[src/rtl/rnn_argmax_tap_if.sv]
// Snooped RNN memory write bus plus the result FIFO handshake.
// master = bus/consumer side, slave = rnn_argmax_tap.
interface rnn_argmax_tap_if;
    logic        mce;
    logic [2:0]  msel;
    logic [16:0] maddr;
    logic [19:0] mdata_w;
    logic        o_valid;
    logic        o_ready;
    logic [10:0] o_t;
    logic [5:0]  o_idx;
    logic [19:0] o_max;

    modport master (
        output mce, msel, maddr, mdata_w, o_ready,
        input  o_valid, o_t, o_idx, o_max
    );

    modport slave (
        input  mce, msel, maddr, mdata_w, o_ready,
        output o_valid, o_t, o_idx, o_max
    );
endinterface

[src/rtl/rnn_argmax_tap.sv]
// Snoops hidden-state writes of an RNN core and reports, per timestep, the
// index and value of the largest of the 64 hidden outputs through a 4-deep FIFO.
module rnn_argmax_tap (
    input  logic              clk,
    input  logic              reset,
    rnn_argmax_tap_if.slave   bus,
    output logic              ovf_err,
    output logic              seq_err
);
    typedef enum logic {IDLE, ACCUM} state_t;

    typedef struct packed {
        logic [10:0]        t;
        logic [5:0]         idx;
        logic signed [19:0] max;
    } result_t;

    localparam logic [2:0] HID_BANK = 3'b101;

    state_t             state, state_n;
    logic [10:0]        cur_t, cur_t_n;
    logic [5:0]         exp_h, exp_h_n;
    logic [5:0]         best_i, best_i_n;
    logic signed [19:0] best_v, best_v_n;
    logic               seq_set, push;
    result_t            push_data;

    logic               cap;
    logic [10:0]        cap_t;
    logic [5:0]         cap_h;
    logic signed [19:0] cap_v;

    assign cap   = bus.mce && (bus.msel == HID_BANK);
    assign cap_t = bus.maddr[16:6];
    assign cap_h = bus.maddr[5:0];
    assign cap_v = bus.mdata_w;

    always_comb begin
        state_n  = state;
        cur_t_n  = cur_t;
        exp_h_n  = exp_h;
        best_v_n = best_v;
        best_i_n = best_i;
        seq_set  = 1'b0;
        push     = 1'b0;
        if (cap) begin
            if (cap_h == 6'd0) begin
                // h=0 always restarts a timestep; abandoning a live one is an error
                cur_t_n  = cap_t;
                best_v_n = cap_v;
                best_i_n = 6'd0;
                exp_h_n  = 6'd1;
                state_n  = ACCUM;
                seq_set  = (state == ACCUM) && (exp_h != 6'd0);
            end else if (state == ACCUM && cap_h == exp_h && cap_t == cur_t) begin
                if (cap_v > best_v) begin
                    best_v_n = cap_v;
                    best_i_n = cap_h;
                end
                exp_h_n = exp_h + 6'd1;
                if (cap_h == 6'd63) begin
                    push    = 1'b1;
                    state_n = IDLE;
                end
            end else begin
                seq_set = 1'b1;
                state_n = IDLE;
            end
        end
    end

    // Result includes the h=63 sample, so it is taken from the next-state values.
    assign push_data = '{t: cur_t, idx: best_i_n, max: best_v_n};

    result_t     mem [4];
    logic [1:0]  wptr, rptr;
    logic [2:0]  count;
    logic        pop, full, wr_en;

    assign full  = (count == 3'd4);
    assign pop   = (count != 3'd0) && bus.o_ready;
    // A full FIFO still accepts when the head leaves on the same edge.
    assign wr_en = push && (!full || pop);

    always_ff @(posedge clk) begin
        if (reset) begin
            state   <= IDLE;
            cur_t   <= '0;
            exp_h   <= '0;
            best_v  <= '0;
            best_i  <= '0;
            wptr    <= '0;
            rptr    <= '0;
            count   <= '0;
            ovf_err <= 1'b0;
            seq_err <= 1'b0;
            for (int i = 0; i < 4; i++) mem[i] <= '0;
        end else begin
            state  <= state_n;
            cur_t  <= cur_t_n;
            exp_h  <= exp_h_n;
            best_v <= best_v_n;
            best_i <= best_i_n;
            if (seq_set) seq_err <= 1'b1;
            if (push && !wr_en) ovf_err <= 1'b1;
            if (wr_en) begin
                mem[wptr] <= push_data;
                wptr      <= wptr + 2'd1;
            end
            if (pop) rptr <= rptr + 2'd1;
            case ({wr_en, pop})
                2'b10:   count <= count + 3'd1;
                2'b01:   count <= count - 3'd1;
                default: count <= count;
            endcase
        end
    end

    assign bus.o_valid = (count != 3'd0);
    assign bus.o_t     = mem[rptr].t;
    assign bus.o_idx   = mem[rptr].idx;
    assign bus.o_max   = mem[rptr].max;
endmodule

[src/flat_wrapper.sv]
// flat-port wrapper written by rule: the top's interface ports become plain ports
module rnn_argmax_tap_flat 
  (clk, reset, ovf_err, seq_err, bus_mce, bus_msel, bus_maddr, bus_mdata_w, bus_o_ready, bus_o_valid, bus_o_t, bus_o_idx, bus_o_max);
  rnn_argmax_tap_if bus_i ();
  input  logic clk;
  input  logic reset;
  output logic ovf_err;
  output logic seq_err;
  input wire logic [$bits(bus_i.mce)-1:0] bus_mce;
  input wire logic [$bits(bus_i.msel)-1:0] bus_msel;
  input wire logic [$bits(bus_i.maddr)-1:0] bus_maddr;
  input wire logic [$bits(bus_i.mdata_w)-1:0] bus_mdata_w;
  input wire logic [$bits(bus_i.o_ready)-1:0] bus_o_ready;
  output wire logic [$bits(bus_i.o_valid)-1:0] bus_o_valid;
  output wire logic [$bits(bus_i.o_t)-1:0] bus_o_t;
  output wire logic [$bits(bus_i.o_idx)-1:0] bus_o_idx;
  output wire logic [$bits(bus_i.o_max)-1:0] bus_o_max;
  assign bus_i.mce = bus_mce;
  assign bus_i.msel = bus_msel;
  assign bus_i.maddr = bus_maddr;
  assign bus_i.mdata_w = bus_mdata_w;
  assign bus_i.o_ready = bus_o_ready;
  assign bus_o_valid = bus_i.o_valid;
  assign bus_o_t = bus_i.o_t;
  assign bus_o_idx = bus_i.o_idx;
  assign bus_o_max = bus_i.o_max;
  rnn_argmax_tap u_core (.clk(clk), .reset(reset), .bus(bus_i), .ovf_err(ovf_err), .seq_err(seq_err));
endmodule
[config.mk]
export PLATFORM = sky130hd
export DESIGN_NAME = rnn_argmax_tap_flat
export DESIGN_NICKNAME = d
export VERILOG_FILES = /design/src/rtl/rnn_argmax_tap_if.sv /design/src/rtl/rnn_argmax_tap.sv /design/src/flat_wrapper.sv
export SDC_FILE = /design/constraint.sdc
export NUM_CORES = 1
export LEC_CHECK = 0
export ABC_AREA = 1
export CELL_PAD_IN_SITES_DETAIL_PLACEMENT = 0
export CELL_PAD_IN_SITES_GLOBAL_PLACEMENT = 2
export CORE_MARGIN = 10
export CORE_UTILIZATION = 39
export DETAILED_ROUTE_END_ITERATION = 10
export GPL_TIMING_DRIVEN = 1
export PLACE_DENSITY = 0.95
export SYNTH_ARGS = -nofsm -noshare
export SYNTH_HDL_FRONTEND = slang
export SYNTH_SLANG_ARGS = --single-unit
export TNS_END_PERCENT = 100
[constraint.sdc]
create_clock -name clk -period 7.8 [get_ports clk]
set_input_delay 1.56 -clock clk [delete_from_list [all_inputs] [get_ports clk]]
set_output_delay 1.56 -clock clk [all_outputs]
set_load 0.05 [all_outputs]
==> results of run 1 <==
[placed cells by master, fill, tap and decap left out, types with 5 or more instances in the layout]
cell type / synthesis / final
sky130_fd_sc_hd__edfxtp_1: 148 / 148
sky130_fd_sc_hd__clkdlybuf4s50_1: 0 / 83
sky130_fd_sc_hd__nand2_1: 157 / 155
sky130_fd_sc_hd__a21oi_1: 61 / 61
sky130_fd_sc_hd__o22ai_1: 37 / 37
sky130_fd_sc_hd__ha_1: 23 / 23
sky130_fd_sc_hd__nand3_1: 46 / 46
sky130_fd_sc_hd__clkbuf_1: 36 / 7
sky130_fd_sc_hd__dfxtp_1: 55 / 54
sky130_fd_sc_hd__clkbuf_16: 0 / 23
sky130_fd_sc_hd__o21ai_0: 93 / 93
sky130_fd_sc_hd__nor2_1: 249 / 249
sky130_fd_sc_hd__inv_1: 107 / 106
sky130_fd_sc_hd__nand4_1: 13 / 13
sky130_fd_sc_hd__xor2_1: 5 / 5
sky130_fd_sc_hd__buf_4: 2 / 12
[flip-flops by register name, summed over array words and instances, names as in the netlist, named ones only]
signal,flops
u_core.mem,148
u_core.best_v,20
u_core.cur_t,11
u_core.best_i,6
u_core.exp_h,6
u_core.count,3
u_core.rptr,2
u_core.wptr,2
u_core.ovf_err,1
u_core.seq_err,1
u_core.state,1
[power by group]
group	total [mW]	leakage [nW]	switching (mW)	internal (mW)
clock network	1.05	0.353	0.411	0.635
registers	1.20	1.91	0.0102	1.19
logic	0.404	1.97	0.280	0.124
total	2.65	4.23	0.700	1.95
[worst max-delay path, stage by stage]
cell	delay [ps]
sky130_fd_sc_hd__clkdlybuf4s50_1	460
sky130_fd_sc_hd__ha_1	360
sky130_fd_sc_hd__nand2_1	80
sky130_fd_sc_hd__nor2_1	170
sky130_fd_sc_hd__nand2_1	120
sky130_fd_sc_hd__nor2_1	120
sky130_fd_sc_hd__nand2_1	100
sky130_fd_sc_hd__nand3_1	100
sky130_fd_sc_hd__nand2_1	50
sky130_fd_sc_hd__nand2_1	240
sky130_fd_sc_hd__nand3_2	530
sky130_fd_sc_hd__nand2_1	870
sky130_fd_sc_hd__nand2_1	110
sky130_fd_sc_hd__nand2_1	180
sky130_fd_sc_hd__nor2_1	50
[cells in the mapped netlist (3+ instances only)]
master	number	area [sq um]
sky130_fd_sc_hd__nand3_1	46	230
sky130_fd_sc_hd__ha_1	23	288
sky130_fd_sc_hd__clkbuf_1	36	135
sky130_fd_sc_hd__xnor2_1	3	26.3
sky130_fd_sc_hd__o22ai_1	37	231
sky130_fd_sc_hd__dfxtp_1	55	1100
sky130_fd_sc_hd__nand2_1	157	589
sky130_fd_sc_hd__edfxtp_1	148	4440
sky130_fd_sc_hd__nand4_1	13	81.3
sky130_fd_sc_hd__o21ai_0	93	465
sky130_fd_sc_hd__a21oi_1	61	305
sky130_fd_sc_hd__inv_1	107	402
sky130_fd_sc_hd__buf_2	13	65.1
sky130_fd_sc_hd__xor2_1	5	43.8
sky130_fd_sc_hd__nor2_1	249	935
[path summary, 6_finish.rpt]
path	from	to	slack, ps
hold / removal	u_core.rptr[1]	flip-flop	470
hold reg to reg	u_core.rptr[1]	flip-flop	470
setup reg to reg	u_core.best_v[19]	u_core.mem[3][0]	4080
setup / recovery	bus_mdata_w[19]	u_core.mem[3][0]	2870
[metal layers]
layer | up-vias | part of all wire
met3 | 33 | 0.053
li1 | 3694 | -
met2 | 187 | 0.48
met4 | 0 | 0.019
met5 | - | 0
met1 | 3525 | 0.44
[per-stage QoR]
| stage | std cells | area (sq um) | hold WS, ps | setup slack (ps) | utilization |
|---|---|---|---|---|---|
| final | 1474 | 11400 | 467 | 2870 | 0.470 |
| after global routing | 1474 | 11400 | 493 | 2430 | 0.470 |
| after CTS | 1474 | 11400 | 470 | 2820 | 0.470 |
| after detailed placement | 1434 | 10600 | 462 | 2330 | 0.440 |
| after global placement | 1434 | 10600 | 452 | 2380 | 0.440 |
| after floorplan | 1068 | 9530 | 437 | 2130 | - |
[area by class of cell]
cell class,count,area [sq um]
tap,324,405
inverter,110,413
timing repair buffer,95,921
clock inverter,7,85.1
multi-input combinational,702,3350
fill,2285,12800
sequential,203,5550
clock buffer,33,643
[cells by family (layout without fill, tap and decap cells)]
group / count (synthesis) / after routing / share of synthesized area
simple gates: 475 / 475 / 0.201
flops: 203 / 203 / 0.582
compound gates: 195 / 195 / 0.108
buf+inv: 163 / 245 / 0.0683
fa+ha+maj: 24 / 24 / 0.0323
xor+xnor: 8 / 8 / 0.00736
==> results.md, run 1 <==
| Parameter | Value | Unit |
|---|---|---|
| Total number of placement rows | 57 | - |
| Hold-fix buffer count after cts | 0 | - |
| Critical Setup Path Class | in2reg | - |
| TritonCTS sink count | 203 | - |
| Per-cell routed wire length | 17.3 | um |
| Count of max-cap constraint violations | 0 | - |
| Global routing's busiest layer | met2 | - |
| Number of gates resized after cts | 0 | - |
| Number of enable-type register cells in the synthesized netlist | 148 | - |
| Total Neg Setup Slack | 0 | ps |
| Total power per unit cell area | 233 | nW/um^2 |
| Pin count of the biggest net entering global routing | 75 | - |
| Number of violations reported at the end of detailed-routing iteration 0 | 474 | - |
| Gate count of the mapped netlist | 1068 | - |
| Area added between synthesis and finish | 19.3 | % |
| Worst clock skew on the final layout | 11.7 | ps |
| Vias post-DR | 7439 | - |
| DP Wirelength | 15.6 | mm |
| CTS tree | done | - |
| Maximum achievable frequency | 203 | MHz |
| Worst-margin pin slew | 1060 | ps |
| Global-route track usage on met2 | 0.277 | - |
| Remaining global-route overflow | 0 | - |
| Number of post-CTS setup repair buffers | 0 | - |
| Buffers from clock root to sink, at most | 3 | - |
| Placeable core region | 24200 | sq um |
| H-tree level count | 1 | - |
| Fraction of the cycle the final worst path needs | 0.632 | - |
| Cts bufs inserted | 22 | - |
| Fraction of registers with async set/reset | 0 | - |
| Max-slew headroom | 0.292 | - |
| Worst hold path cell count | 2 | - |
| CP endpoint kind | flip-flop | - |
| Number of hold-slack violations in the final timing report | 0 | - |
| Total Power | 2.65 | mW |
| Detailed-route wire length | 25.5 | mm |
| Clock edge transition at the registers on the reported setup and hold paths | 60 | ps |
| Post-synth net total | 1136 | - |
| CP Data Arrival Time | 5130 | ps |
| Global-route wire length before repair | 40.2 | mm |
| Number of synthesized register bits | 203 | - |
| Synth unique cells | 32 | - |
| Hold crit path type | reg2reg | - |
| Startpoint Class | input port | - |
| Req. time, crit path | 8000 | ps |
| Mean post-synth cell area | 8.92 | sq um |
| Number of global-route vias before repair | 7288 | - |
| Fraction of final layout cells sized beyond drive strength 1 | 0.0478 | - |
| Highest fanout seen on the critical path | 21 | - |
| DR pass1 iterations | 5 | - |
| Min Tclk post-route | 4930 | ps |
| Post-DR vias/cell | 5.05 | - |
| Remaining antenna violation count | 0 | - |
| Proportion of synthesized chip area in sequential cells | 0.582 | - |
| # DRC | 0 | - |
| Main synth FF type | sky130_fd_sc_hd__edfxtp_1 | - |
| Die Span Y | 176 | um |
| Boundary Pins | 84 | - |
| DIE WIDTH | 176 | um |
| Standby leakage power | 4.23 | nW |
| Largest voltage drop on the vdd net | 0.159 | mV |
| Setup repair after global routing missed its margin | false | - |
| GRT met1 Usage | 0.209 | - |
| Netlist area before placement | 9530 | sq um |
| Register-to-Register Path Depth | 15 | - |
| Gp weighted congestion | 0.782 | - |
| Met3 track demand over resource | 0.0229 | - |
| Clock latency reported for the late side of the worst-skew pair | 500 | ps |
| Port bufs | 83 | - |
| NumNets Final | 1202 | - |
| Global-route usage over all layers | 0.162 | - |
| Antenna Cells | 0 | - |
| Final setup violation count | 0 | - |
| Number of warnings issued by yosys | 0 | - |
| Run status | completed | - |
| Number of slew-limit violations in the final report | 0 | - |
| Root buffer cell | sky130_fd_sc_hd__clkbuf_16 | - |
| Die area | 31100 | sq um |
| Initial Utilization | 0.394 | - |
| Initial antenna violation count | 0 | - |
No activity file was read; power rests on OpenSTA's default activity.
==> run 2, diff against run 1 <==
--- a/config.mk
+++ b/config.mk
@@ -9,10 +9,10 @@
 export CELL_PAD_IN_SITES_DETAIL_PLACEMENT = 0
 export CELL_PAD_IN_SITES_GLOBAL_PLACEMENT = 2
 export CORE_MARGIN = 10
-export CORE_UTILIZATION = 39
+export CORE_UTILIZATION = 36
 export DETAILED_ROUTE_END_ITERATION = 10
 export GPL_TIMING_DRIVEN = 1
-export PLACE_DENSITY = 0.95
+export PLACE_DENSITY = 0.89
 export SYNTH_ARGS = -nofsm -noshare
 export SYNTH_HDL_FRONTEND = slang
 export SYNTH_SLANG_ARGS = --single-unit
==> constraint.sdc (replaced) <==
create_clock -name clk -period 4.7 [get_ports clk]
set_input_delay 0.94 -clock clk [delete_from_list [all_inputs] [get_ports clk]]
set_output_delay 0.94 -clock clk [all_outputs]
set_load 0.05 [all_outputs]
==> run 2 against run 1 <==
Against the previous run:
- non-clock buffer count rose by 9
- worst hold slack improved by 0.51 ps
- first-iteration DRC count fell by 11%
- sequential share of layout area fell by 0.46 points
- critical path type is now reg2out
- largest power group unchanged
==> results.md, run 2 (same netlist as run 1, synthesis figures left out) <==
| Parameter | Value | Unit |
|---|---|---|
| Registers with the most flip-flops | u_core.mem (148), u_core.best_v (20), u_core.cur_t (11) | - |
| Clock edge transition at the registers on the reported setup and hold paths | 60 | ps |
| # DRC | 0 | - |
| Largest voltage drop on the vdd net | 0.206 | mV |
| Final setup violation count | 0 | - |
| DIE WIDTH | 183 | um |
| Maximum achievable frequency | 250 | MHz |
| Hold-fix buffer count after cts | 0 | - |
| Area added between synthesis and finish | 20.4 | % |
| Buffers from clock root to sink, at most | 3 | - |
| Number of hold-slack violations in the final timing report | 0 | - |
| Number of violations reported at the end of detailed-routing iteration 0 | 424 | - |
| Delay of the slowest cell on the worst path | 900 | ps |
| Final-layout worst hold slack | 468 | ps |
| Total Neg Setup Slack | 0 | ps |
| Number of slew-limit violations in the final report | 0 | - |
| Remaining global-route overflow | 0 | - |
| Cell with the largest stage delay on the worst path | sky130_fd_sc_hd__clkdlybuf4s50_1 | - |
| Setup slack of the critical path after layout | 698 | ps |
| Largest Register | u_core.mem | - |
| TritonCTS sink count | 203 | - |
| Cell class contributing the biggest share of worst-path delay | buffers and inverters | - |
| Global-route wire length before repair | 41.4 | mm |
| Run status | completed | - |
| Worst slack after detailed placement | 839 | ps |
| Placeable core region | 26100 | sq um |
| Boundary Pins | 84 | - |
| Critical Setup Path Class | reg2out | - |
| Leading cell type in the layout, fill and taps excluded | sky130_fd_sc_hd__nor2_1 | - |
| Port bufs | 83 | - |
| Pin count of the biggest net entering global routing | 75 | - |
| Initial antenna violation count | 0 | - |
| Antenna Cells | 0 | - |
| Proportion of power drawn by flip-flops and latches | 0.450 | - |
| CP Data Arrival Time | 3060 | ps |
| CTS tree | done | - |
| H-tree level count | 1 | - |
| CP endpoint kind | output port | - |
| Min Tclk post-route | 4000 | ps |
| Total number of placement rows | 59 | - |
| Total buffers and inverters traversed by the critical path | 2 | - |
| Number of post-CTS setup repair buffers | 0 | - |
| Worst clock skew on the final layout | 14.4 | ps |
| Fraction of the cycle the final worst path needs | 0.851 | - |
| Internal power | 3.24 | mW |
| Hold crit path type | reg2reg | - |
| Gp weighted congestion | 0.785 | - |
| Global-route usage over all layers | 0.154 | - |
| Standby leakage power | 4.29 | nW |
| DP Wirelength | 16.8 | mm |
| Leading cell types in the layout, fill and taps excluded | sky130_fd_sc_hd__nor2_1, sky130_fd_sc_hd__nand2_1, sky130_fd_sc_hd__edfxtp_1 | - |
| Combinational fraction of design power | 0.155 | - |
| Req. time, crit path | 3760 | ps |
| Per-cell routed wire length | 17.8 | um |
| Remaining antenna violation count | 0 | - |
| Startpoint Class | flip-flop | - |
| Cts bufs inserted | 22 | - |
| Number of global-route vias before repair | 7252 | - |
| Highest fanout seen on the critical path | 74 | - |
| DR pass1 iterations | 6 | - |
| Worst-margin pin slew | 821 | ps |
| Total power per unit cell area | 386 | nW/um^2 |
| Clock latency reported for the late side of the worst-skew pair | 500 | ps |
| NumNets Final | 1211 | - |
| Initial Utilization | 0.366 | - |
| Detailed-route wire length | 26.6 | mm |
| Fraction of power consumed by the clock network | 0.395 | - |
| Number of gates resized after cts | 0 | - |
| Max-slew headroom | 0.452 | - |
| Die area | 33400 | sq um |
| Fraction of final layout cells sized beyond drive strength 1 | 0.0544 | - |
| Setup repair after global routing missed its margin | false | - |
| Cell-by-cell trace of the critical path | buf_4 -> o21ai_0 -> o22ai_1 -> clkdlybuf4s50_1 | - |
| Fraction of power spent switching nets | 0.267 | - |
| Die Span Y | 183 | um |
| Count of max-cap constraint violations | 0 | - |
| Post-DR vias/cell | 4.97 | - |
| Number of flip-flops in the largest register | 148 | - |
| Vias post-DR | 7432 | - |
| Switching power | 1.18 | mW |
| Root buffer cell | sky130_fd_sc_hd__clkbuf_16 | - |
-- run 2: cell type report --
type                       count  area [sq um]
fill                        2525         14600
sequential                   203          5550
timing repair buffer         104          1010
clock inverter                 8          95.1
tap                          335           419
multi-input combinational    702          3340
clock buffer                  32           639
inverter                     110           413
-- run 2: power by group through the flow --
stage | Clock [mW] | Combinational [mW] | Sequential, mW
final | 1.75 | 0.686 | 1.99
after global routing | 1.84 | 0.738 | 2.00
after CTS | 1.77 | 0.697 | 1.99
after detailed placement | 0 | 0.696 | 2.03
after global placement | 0 | 0.692 | 2.03
after floorplan | 0 | 0.427 | 2.03
-- run 2: path summary, 6_finish.rpt --
check                                        from               end  slack (ps)  cells past startpoint
worst max-delay path                    flip-flop     bus_o_max[19]         700                      4
worst min-delay path               u_core.rptr[1]    u_core.rptr[1]         470                      2
worst max register to register  u_core.best_v[19]  u_core.mem[0][1]        1890                     16
worst min register to register     u_core.rptr[1]    u_core.rptr[1]         470                      2
-- run 2: routing by layer --
layer	track usage	share of wire
met2	0.252	0.46
met4	0.0368	0.018
met1	0.210	0.47
met5	0	0
met3	0.0229	0.054
-- run 2: per-stage QoR --
stage,utilization,std cells,cell area [sq um],power [mW]
global placement,0.412,1454,10700,2.72
floorplan,-,1068,9530,2.46
finish,0.440,1494,11500,4.43
global route,0.440,1494,11500,4.58
detailed placement,0.412,1454,10700,2.73
CTS,0.440,1494,11500,4.46
-- run 2: worst min-delay path, stage by stage (launching register included) --
cell and delay [ps]:
sky130_fd_sc_hd__dfxtp_1 290, sky130_fd_sc_hd__inv_1 60, sky130_fd_sc_hd__a21oi_1 70
==> run 3, diff against run 2 <==
--- a/config.mk
+++ b/config.mk
@@ -11,8 +11,8 @@
 export CORE_MARGIN = 10
 export CORE_UTILIZATION = 36
 export DETAILED_ROUTE_END_ITERATION = 10
-export GPL_TIMING_DRIVEN = 1
 export PLACE_DENSITY = 0.89
+export SLEW_MARGIN = 30
 export SYNTH_ARGS = -nofsm -noshare
 export SYNTH_HDL_FRONTEND = slang
 export SYNTH_SLANG_ARGS = --single-unit
==> results of run 3 <==
No change in the layout: final DEF, timing and power equal those of run 2.
